==> src/rtl/bcd_to_bin_serial.sv <==
// bcd_to_bin_serial
//   Serial packed-BCD to binary converter (reverse double dabble). One bit
//   is shifted out of the BCD field into the binary field per clock. After
//   each shift, every BCD digit that is 8 or more has 3 subtracted from it.
//   Latency is fixed at BIN_W cycles from the accepting edge to done.
//
// Ports
//   clk      in   system clock, rising edge
//   rst_n    in   asynchronous active-low reset
//   start    in   conversion request, sampled only while idle
//   bcd_in   in   4*DIGITS packed BCD, digit 0 in [3:0]
//   busy     out  conversion in progress
//   done     out  one-cycle pulse, bin_out/err valid
//   bin_out  out  converted value, held until the next done
//   err      out  invalid digit seen (valid with done)
//
// Build option
//   BCD2BIN_CHECK_EN : screen bcd_in for digits > 9 on the accepting edge.
//                      An invalid word finishes one cycle later with err=1
//                      and bin_out=0. Without the macro, err is tied low and
//                      invalid digits run through the normal algorithm.
//
// state    | meaning
// ---------+------------------------------------------------------------
// ST_IDLE  | waiting for start; done may be high for its single cycle
// ST_SHIFT | shifting/correcting; cnt counts the remaining shifts
// ST_ERR   | (check build only) invalid input, report err on the next edge

module bcd_to_bin_serial #(
    parameter int DIGITS = 11,
    parameter int BIN_W  = 37
) (
    input  logic                  clk,
    input  logic                  rst_n,
    input  logic                  start,
    input  logic [4*DIGITS-1:0]   bcd_in,
    output logic                  busy,
    output logic                  done,
    output logic [BIN_W-1:0]      bin_out,
    output logic                  err
);

    localparam int BCD_W = 4 * DIGITS;
    localparam int CNT_W = $clog2(BIN_W + 1);

    localparam logic [CNT_W-1:0] CNT_LOAD = CNT_W'(BIN_W);
    localparam logic [CNT_W-1:0] CNT_ONE  = CNT_W'(1);

    localparam logic [1:0] ST_IDLE  = 2'd0;
    localparam logic [1:0] ST_SHIFT = 2'd1;
`ifdef BCD2BIN_CHECK_EN
    localparam logic [1:0] ST_ERR   = 2'd2;
`endif

    logic [1:0]             state_q,   state_d;
    logic [BCD_W-1:0]       bcd_q,     bcd_d;
    logic [BIN_W-1:0]       bin_q,     bin_d;
    logic [CNT_W-1:0]       cnt_q,     cnt_d;
    logic                   busy_q,    busy_d;
    logic                   done_q,    done_d;
    logic [BIN_W-1:0]       bin_out_q, bin_out_d;

    logic [BCD_W+BIN_W-1:0] work_sh;
    logic [BCD_W-1:0]       bcd_shift;
    logic [BCD_W-1:0]       bcd_fix;
    logic [BIN_W-1:0]       bin_shift;

    // Whole work register shifts right as one; a zero enters the BCD MSB.
    assign work_sh   = {bcd_q, bin_q} >> 1;
    assign bcd_shift = work_sh[BCD_W+BIN_W-1:BIN_W];
    assign bin_shift = work_sh[BIN_W-1:0];

`ifdef BCD2BIN_CHECK_EN
    logic [DIGITS-1:0] dig_bad;
    logic              in_bad;
    logic              err_q, err_d;
`endif

    // Per-digit correction applies to the shifted value. Each digit is
    // handled in 4 bits, with no borrow between digits.
    for (genvar gi = 0; gi < DIGITS; gi++) begin : g_dig
        logic [3:0] d_sh;
        assign d_sh = bcd_shift[4*gi +: 4];
        assign bcd_fix[4*gi +: 4] = (d_sh >= 4'd8) ? (d_sh - 4'd3) : d_sh;
`ifdef BCD2BIN_CHECK_EN
        assign dig_bad[gi] = (bcd_in[4*gi +: 4] > 4'd9);
`endif
    end

`ifdef BCD2BIN_CHECK_EN
    assign in_bad = |dig_bad;
`endif

    always_comb begin
        state_d   = state_q;
        bcd_d     = bcd_q;
        bin_d     = bin_q;
        cnt_d     = cnt_q;
        busy_d    = busy_q;
        done_d    = 1'b0;
        bin_out_d = bin_out_q;
`ifdef BCD2BIN_CHECK_EN
        err_d     = err_q;
`endif
        case (state_q)
            ST_IDLE: begin
                if (start) begin
                    busy_d  = 1'b1;
                    state_d = ST_SHIFT;
                    bcd_d   = bcd_in;
                    bin_d   = '0;
                    cnt_d   = CNT_LOAD;
`ifdef BCD2BIN_CHECK_EN
                    if (in_bad) begin
                        state_d = ST_ERR;
                        bcd_d   = '0;
                        cnt_d   = '0;
                    end
`endif
                end
            end
            ST_SHIFT: begin
                bcd_d = bcd_fix;
                bin_d = bin_shift;
                cnt_d = cnt_q - CNT_ONE;
                // Last shift: bin_shift already holds the complete value.
                if (cnt_q == CNT_ONE) begin
                    state_d   = ST_IDLE;
                    busy_d    = 1'b0;
                    done_d    = 1'b1;
                    bin_out_d = bin_shift;
`ifdef BCD2BIN_CHECK_EN
                    err_d     = 1'b0;
`endif
                end
            end
`ifdef BCD2BIN_CHECK_EN
            ST_ERR: begin
                state_d   = ST_IDLE;
                busy_d    = 1'b0;
                done_d    = 1'b1;
                bin_out_d = '0;
                err_d     = 1'b1;
            end
`endif
            default: begin
                state_d = ST_IDLE;
                busy_d  = 1'b0;
            end
        endcase
    end

    always_ff @(posedge clk or negedge rst_n) begin
        if (!rst_n) begin
            state_q   <= ST_IDLE;
            bcd_q     <= '0;
            bin_q     <= '0;
            cnt_q     <= '0;
            busy_q    <= 1'b0;
            done_q    <= 1'b0;
            bin_out_q <= '0;
        end else begin
            state_q   <= state_d;
            bcd_q     <= bcd_d;
            bin_q     <= bin_d;
            cnt_q     <= cnt_d;
            busy_q    <= busy_d;
            done_q    <= done_d;
            bin_out_q <= bin_out_d;
        end
    end

`ifdef BCD2BIN_CHECK_EN
    always_ff @(posedge clk or negedge rst_n) begin
        if (!rst_n) begin
            err_q <= 1'b0;
        end else begin
            err_q <= err_d;
        end
    end

    assign err = err_q;
`else
    assign err = 1'b0;
`endif

    assign busy    = busy_q;
    assign done    = done_q;
    assign bin_out = bin_out_q;

endmodule

==> config.mk <==
export PLATFORM = sky130hd
export DESIGN_NAME = bcd_to_bin_serial
export DESIGN_NICKNAME = d
export VERILOG_FILES = /design/src/rtl/bcd_to_bin_serial.sv
export SDC_FILE = /design/constraint.sdc
export NUM_CORES = 1
export LEC_CHECK = 0
export ABC_AREA = 1
export BUFFER_PORTS_ARGS = -buffer_cell sky130_fd_sc_hd__buf_2
export CORE_MARGIN = 2
export CORE_UTILIZATION = 59
export CTS_BUF_LIST = sky130_fd_sc_hd__clkbuf_8
export DETAILED_ROUTE_END_ITERATION = 12
export MAX_ROUTING_LAYER = met4
export PLACE_DENSITY_LB_ADDON = 0.2
export SLEW_MARGIN = 25
export SYNTH_ARGS = -nofsm -noshare
export SYNTH_HDL_FRONTEND = slang
export SYNTH_SLANG_ARGS = --single-unit
==> constraint.sdc <==
create_clock -name clk -period 1.8 [get_ports clk]
set_input_delay 0.18 -clock clk [delete_from_list [all_inputs] [get_ports clk]]
set_output_delay 0.18 -clock clk [all_outputs]
set_load 0.05 [all_outputs]
# Word level (Yosys, flattened, before mapping)
# Index checks and enable logic that the tools add are counted.
# op_classes
n_addsub	12
magnitude_cmp	11
n_eq_ne	4
muxes	25
n_reduce_logical	5
# ops
op	count
case mux 44 bit (2 select lines)	1
case mux 37 bit (2 select lines)	1
two-way mux 4 bit	11
two-way mux 44 bit	1
greater-or-equal comparator 4 bit, second input constant	10
subtractor 4 x 2 -> 4 bit, second input constant	10
two-way mux 37 bit	1
case mux 6 bit (2 select lines)	1
equality test 6 x 1 -> 1 bit, second input constant	1
two-way mux 6 bit	1
AND reduction 2 bit	3
subtractor 6 x 1 -> 6 bit, second input constant	1
greater-or-equal comparator 3 x 4 -> 1 bit, second input constant	1
two-way mux 1 bit	4
two-way mux 2 bit	2
inequality test 2 bit, second input constant	2
case mux 2 bit (2 select lines)	1
subtractor 3 x 2 -> 4 bit, second input constant	1
equality test 2 x 1 -> 1 bit, second input constant	1
logical NOT 2 bit	1
case mux 1 bit (2 select lines)	1
nonzero test 2 bit	1
# totals
reg_bits	128
input_bits	47
output_inout_bits	40
elab_cells	64

# Logic depth before layout (Yosys ltp)
# logic_depth
depth_word	3
ltp_mapped	9
depth_no_buf	7

# Least setup slack after synthesis
# OpenSTA, ideal clock, no wires.
# synth_path
kind	reg-to-reg
start	register, netlist name busy
end	register bin_out_q[10] (netlist: bin_out[10])
setup_time_ns	0.130
t_arrival_ns	1.392
required_ns	1.670
path_slack_ns	0.277
stages_incl_launch_ff	8
path_buffers	2
synth_period_minus_slack_ns	1.523
path_cell_list	dfrtp_1 > nand2_1 > nor2_1 > nand2_1 > buf_4 > buf_4 > nand2_1 > o21ai_1
# synth_lines
item	line	source
end signal, assigned	169	bin_out_q <= bin_out_d;
end, declared	61	logic [BIN_W-1:0] bin_out_q, bin_out_d;

# Worst setup path in the final report
# layout_path
start	register cnt_q[0]
end	register busy_q (netlist: busy)
# layout_via
elab_chain_len	3
# layout_rtl
item	line	source
start, declared	58	logic [CNT_W-1:0] cnt_q, cnt_d;
start signal, assigned	166	cnt_q <= cnt_d;
equality test 6 x 1 -> 1 bit	127	if (cnt_q == CNT_ONE) begin
inequality test 2 bit (no line)	-	
AND reduction 2 bit (no line)	-	
end signal, assigned	167	busy_q <= busy_d;
end, declared	59	logic busy_q, busy_d;
# No other way between the ends.
# A chain may end at the register's enable or synchronous reset.

==> out/summary.json <==
{
  "run_status": {"value": "finished, final reports clean"},
  "worst_hold_path_startpoint": {"value": "bcd_in[30]"},
  "instance_count_along_the_most_critical_hold_path": {"value": 3},
  "powerDensity": {"value": 1790, "unit": "nW/um^2"},
  "achievable-frequency": {"value": 670, "unit": "MHz"},
  "groute.usage.overall": {"value": 27.4, "unit": "%"},
  "cts-buffers-inserted": {"value": 17},
  "dr_total_vias": {"value": 4782},
  "place_ws": {"value": 318, "unit": "ps"},
  "firstDrtPassIters": {"value": 5},
  "critical-path-slowest-cell": {"value": "dfrtp_1"},
  "timing.critical_path.mode_cell": {"value": "nor2_1"},
  "cpPeakStageDelay": {"value": 420, "unit": "ps"},
  "finalNetCount": {"value": 840},
  "worst-endpoint-required": {"value": 2160, "unit": "ps"},
  "final_design_area_no_fill": {"value": 7110, "unit": "um^2"},
  "global_route_wire_length_before_repair": {"value": 21.8, "unit": "mm"},
  "floorplan.die.width": {"value": 102, "unit": "um"},
  "finalClockSkew": {"value": 15.7, "unit": "ps"},
  "die_height": {"value": 102, "unit": "um"},
  "worst_setup_hold_path_clk_slew": {"value": 80, "unit": "ps"},
  "setup_repair_after_global_routing_missed_its_margin": {"value": "false"},
  "setup_viol": {"value": 0},
  "die_area": {"value": 10500, "unit": "um^2"},
  "ctsHtreeMaxLevel": {"value": 4},
  "slew_violations": {"value": 0},
  "timing.final.ws_setup": {"value": 308, "unit": "ps"},
  "netlist_area": {"value": 5710, "unit": "um^2"},
  "postSynthNetCount": {"value": 708},
  "final.period_utilization": {"value": 82.9, "unit": "%"},
  "cp_num_buf_inv": {"value": 2},
  "signed_area_change_from_the_synthesized_netlist_to_the_final_layout": {"value": 24.6, "unit": "%"},
  "syn_inst": {"value": 639},
  "grt-ovfl-total": {"value": 0},
  "ant_nets": {"value": 0},
  "post_layout_nonfiller_instances": {"value": 913},
  "tritoncts": {"value": "done"},
  "nFillCells": {"value": 672},
  "power.static_leakage": {"value": 3.58, "unit": "nW"},
  "cts.repair.resized": {"value": 0},
  "worst_r2r_start": {"value": "cnt_q[0]"},
  "clockBufferDepth": {"value": 2},
  "hold_viol": {"value": 0},
  "worst_ir_drop_vdd": {"value": 793, "unit": "uV"},
  "worstReg2RegEnd": {"value": "busy"},
  "io_pins": {"value": 87},
  "cts.sink_count": {"value": 125},
  "timing.critical_path.arrival": {"value": 1850, "unit": "ps"},
  "max_slew.worst_pin.slew": {"value": 568, "unit": "ps"},
  "std_cell_rows": {"value": 35},
  "dr.first_iter.drc_count": {"value": 291},
  "placement.cell_area": {"value": 6280, "unit": "um^2"},
  "post-cts-setup-buffer-count": {"value": 0},
  "number_of_vias_per_cell": {"value": 5.24},
  "critPathLaunchType": {"value": "flop"},
  "hold_path_end": {"value": "bcd_q[30]"},
  "finalWorstPathRequiredPeriod": {"value": 1490, "unit": "ps"},
  "timing.max_cap.violations": {"value": 0},
  "crit_path_end_kind": {"value": "flop"},
  "diodes": {"value": 0},
  "drt_drc_violations_left": {"value": 0},
  "maxSlewHeadroom": {"value": 62.1, "unit": "%"},
  "fin_total_pwr": {"value": 12.7, "unit": "mW"},
  "rrSetupSlack": {"value": 310, "unit": "ps"},
  "fin_setup_tns": {"value": 0, "unit": "ps"},
  "synth.yosys.warnings": {"value": 0},
  "layout_cell_share_with_drive_strength_beyond_1": {"value": 19.8, "unit": "%"},
  "clock_tree.root_cell": {"value": "clkbuf_8"},
  "timing.critical_path.cells": {"value": "ha_1 > nand2_1 > nor2_1 > nand2_2 > buf_4 > inv_1 > nor2_1"},
  "synth.yosys.seq_area_share": {"value": 54.8, "unit": "%"},
  "initial_core_util": {"value": 61.2, "unit": "%"},
  "worstSetupPathType": {"value": "reg -> reg"},
  "placeableCoreArea": {"value": 9330, "unit": "um^2"},
  "detail_route.wirelength": {"value": 12.3, "unit": "mm"},
  "syn-mean-instance-area": {"value": 8.93, "unit": "um^2"},
  "portBuffers": {"value": 85},
  "antenna_found_initial": {"value": 0},
  "hold_path.class": {"value": "in -> reg"},
  "final_gp_congestion": {"value": 0.821},
  "via_count_of_the_first_global_routing_pass": {"value": 4908},
  "hpwl_after_detailed_placement": {"value": 7.84, "unit": "mm"},
  "avgRoutedWirePerCell": {"value": 13.4, "unit": "um"},
  "dpl.cell_count": {"value": 837},
  "clk_latency": {"value": 440, "unit": "ps"},
  "critical_path_peak_fanout": {"value": 41},
  "synth.ff_latch_count": {"value": 125},
  "timing.reg2reg.worst_path_depth": {"value": 7},
  "ys_types": {"value": 23},
  "largest_net_degree_at_the_start_of_global_routing": {"value": 46},
  "worst_path_top_cell_family_by_delay": {"value": "buffers and inverters"}
}
==> final cells by class <==
type	count	area, um^2	area share (%)
Multi-Input combinational cell	396	2090	29.4
Clock buffer	18	248	3.48
Timing Repair Buffer	143	1010	14.2
Sequential cell	125	3130	44.0
Clock inverter	14	146	2.06
Tap cell	129	161	2.27
Inverter	88	330	4.64
==> cells in the final DEF (no fill, tap or decap) <==
cell type	netlist	routed
nor3_1	1	1
inv_1	86	86
nand2_1	161	160
conb_1	1	1
o211ai_1	12	12
ha_1	22	22
o21ai_0	45	45
buf_12	0	3
bufinv_16	0	1
dlygate4sd3_1	0	44
o21ai_2	20	20
nand2_2	0	1
clkinvlp_4	0	2
clkinv_4	0	2
a22oi_1	1	1
inv_2	2	2
nor2_4	1	1
o21ai_1	13	13
inv_8	0	2
o21bai_1	1	1
buf_4	5	12
inv_6	0	7
nor2_1	17	17
o22ai_1	38	38
dfrtp_1	125	125
buf_2	13	84
a21oi_1	9	9
nand3_1	54	54
clkbuf_8	0	18
==> routing by layer <==
layer	wire length, um	GRT usage [%]	vias to the layer above
met2	6140	45.5	141
li1	-	-	2349
met5	0	-	-
met4	167	9.44	0
met1	5380	33.3	2272
met3	570	5.95	20
==> repair_timing <==
action                                  4_1_cts  5_1_grt
hold buffers                                 44        0
hold endpoints to repair                     81        0
endpoints found under the setup margin        0        0
==> where the power goes <==
part	internal, mW	leakage, nW	total (mW)	switching, mW
registers	4.05	1.59	4.74	0.693
clock network	1.18	0.196	2.42	1.24
logic	1.75	1.80	5.55	3.80
total	6.97	3.58	12.7	5.74
==> metrics by stage <==
step	util, %	hold slack (ps)
3_3_place_gp	67.3	212
5_1_grt	76.3	11.5
4_1_cts	76.3	9.67
3_5_place_dp	67.3	212
2_1_floorplan	-	-116
6_report	76.3	15.3
==> how the worst max path moves through the flow <==
stage              from          end  slack (ps)  depth (start not counted)
2_1_floorplan      busy  bin_out[10]         280                          7
3_3_place_gp   cnt_q[0]         busy         380                          7
3_5_place_dp   cnt_q[0]   bin_out[0]         320                          6
4_1_cts        cnt_q[0]  bin_out[18]         310                          7
5_1_grt        cnt_q[0]  bin_out[36]         140                          7
6_report       cnt_q[0]         busy         310                          7
==> synthesized netlist by cell type <==
master    instances  share of area (%)
nand2_1         161                 11
dfrtp_1         125                 55
inv_1            86                5.7
nand3_1          54                4.7
o21ai_0          45                3.9
o22ai_1          38                4.2
ha_1             22                4.8
o21ai_2          20                3.1
nor2_1           17                1.1
buf_2            13                1.1
o21ai_1          13                1.1
o211ai_1         12                1.6
a21oi_1           9               0.79
clkbuf_1          9               0.59
buf_4             5               0.66
buf_6             2               0.39
inv_2             2               0.13
a22oi_1           1               0.13
buf_1             1              0.066
conb_1            1              0.066
nor2_4            1               0.20
nor3_1            1              0.088
o21bai_1          1               0.13
==> state kept, by name, indices dropped and copies added, names as in the netlist <==
register  count
bcd_q        44
bin_out      37
bin_q        36
cnt_q         6
busy          1
done          1
==> worst min-delay path, delay by kind of cell <==
family                 cells  cell delay [ps]
AND/OR/NAND/NOR            2              150
buffers and inverters      1               80
==> cells by family after synthesis <==
group | share of synthesized area, %
AOI/OAI and AO/OA | 14.9
adders and majority gates | 4.82
other | 0.0657
and+or+nand+nor | 16.7
buffers and inverters | 8.64
DFF | 54.8
Note: power is estimated with default switching activity, not from simulation.
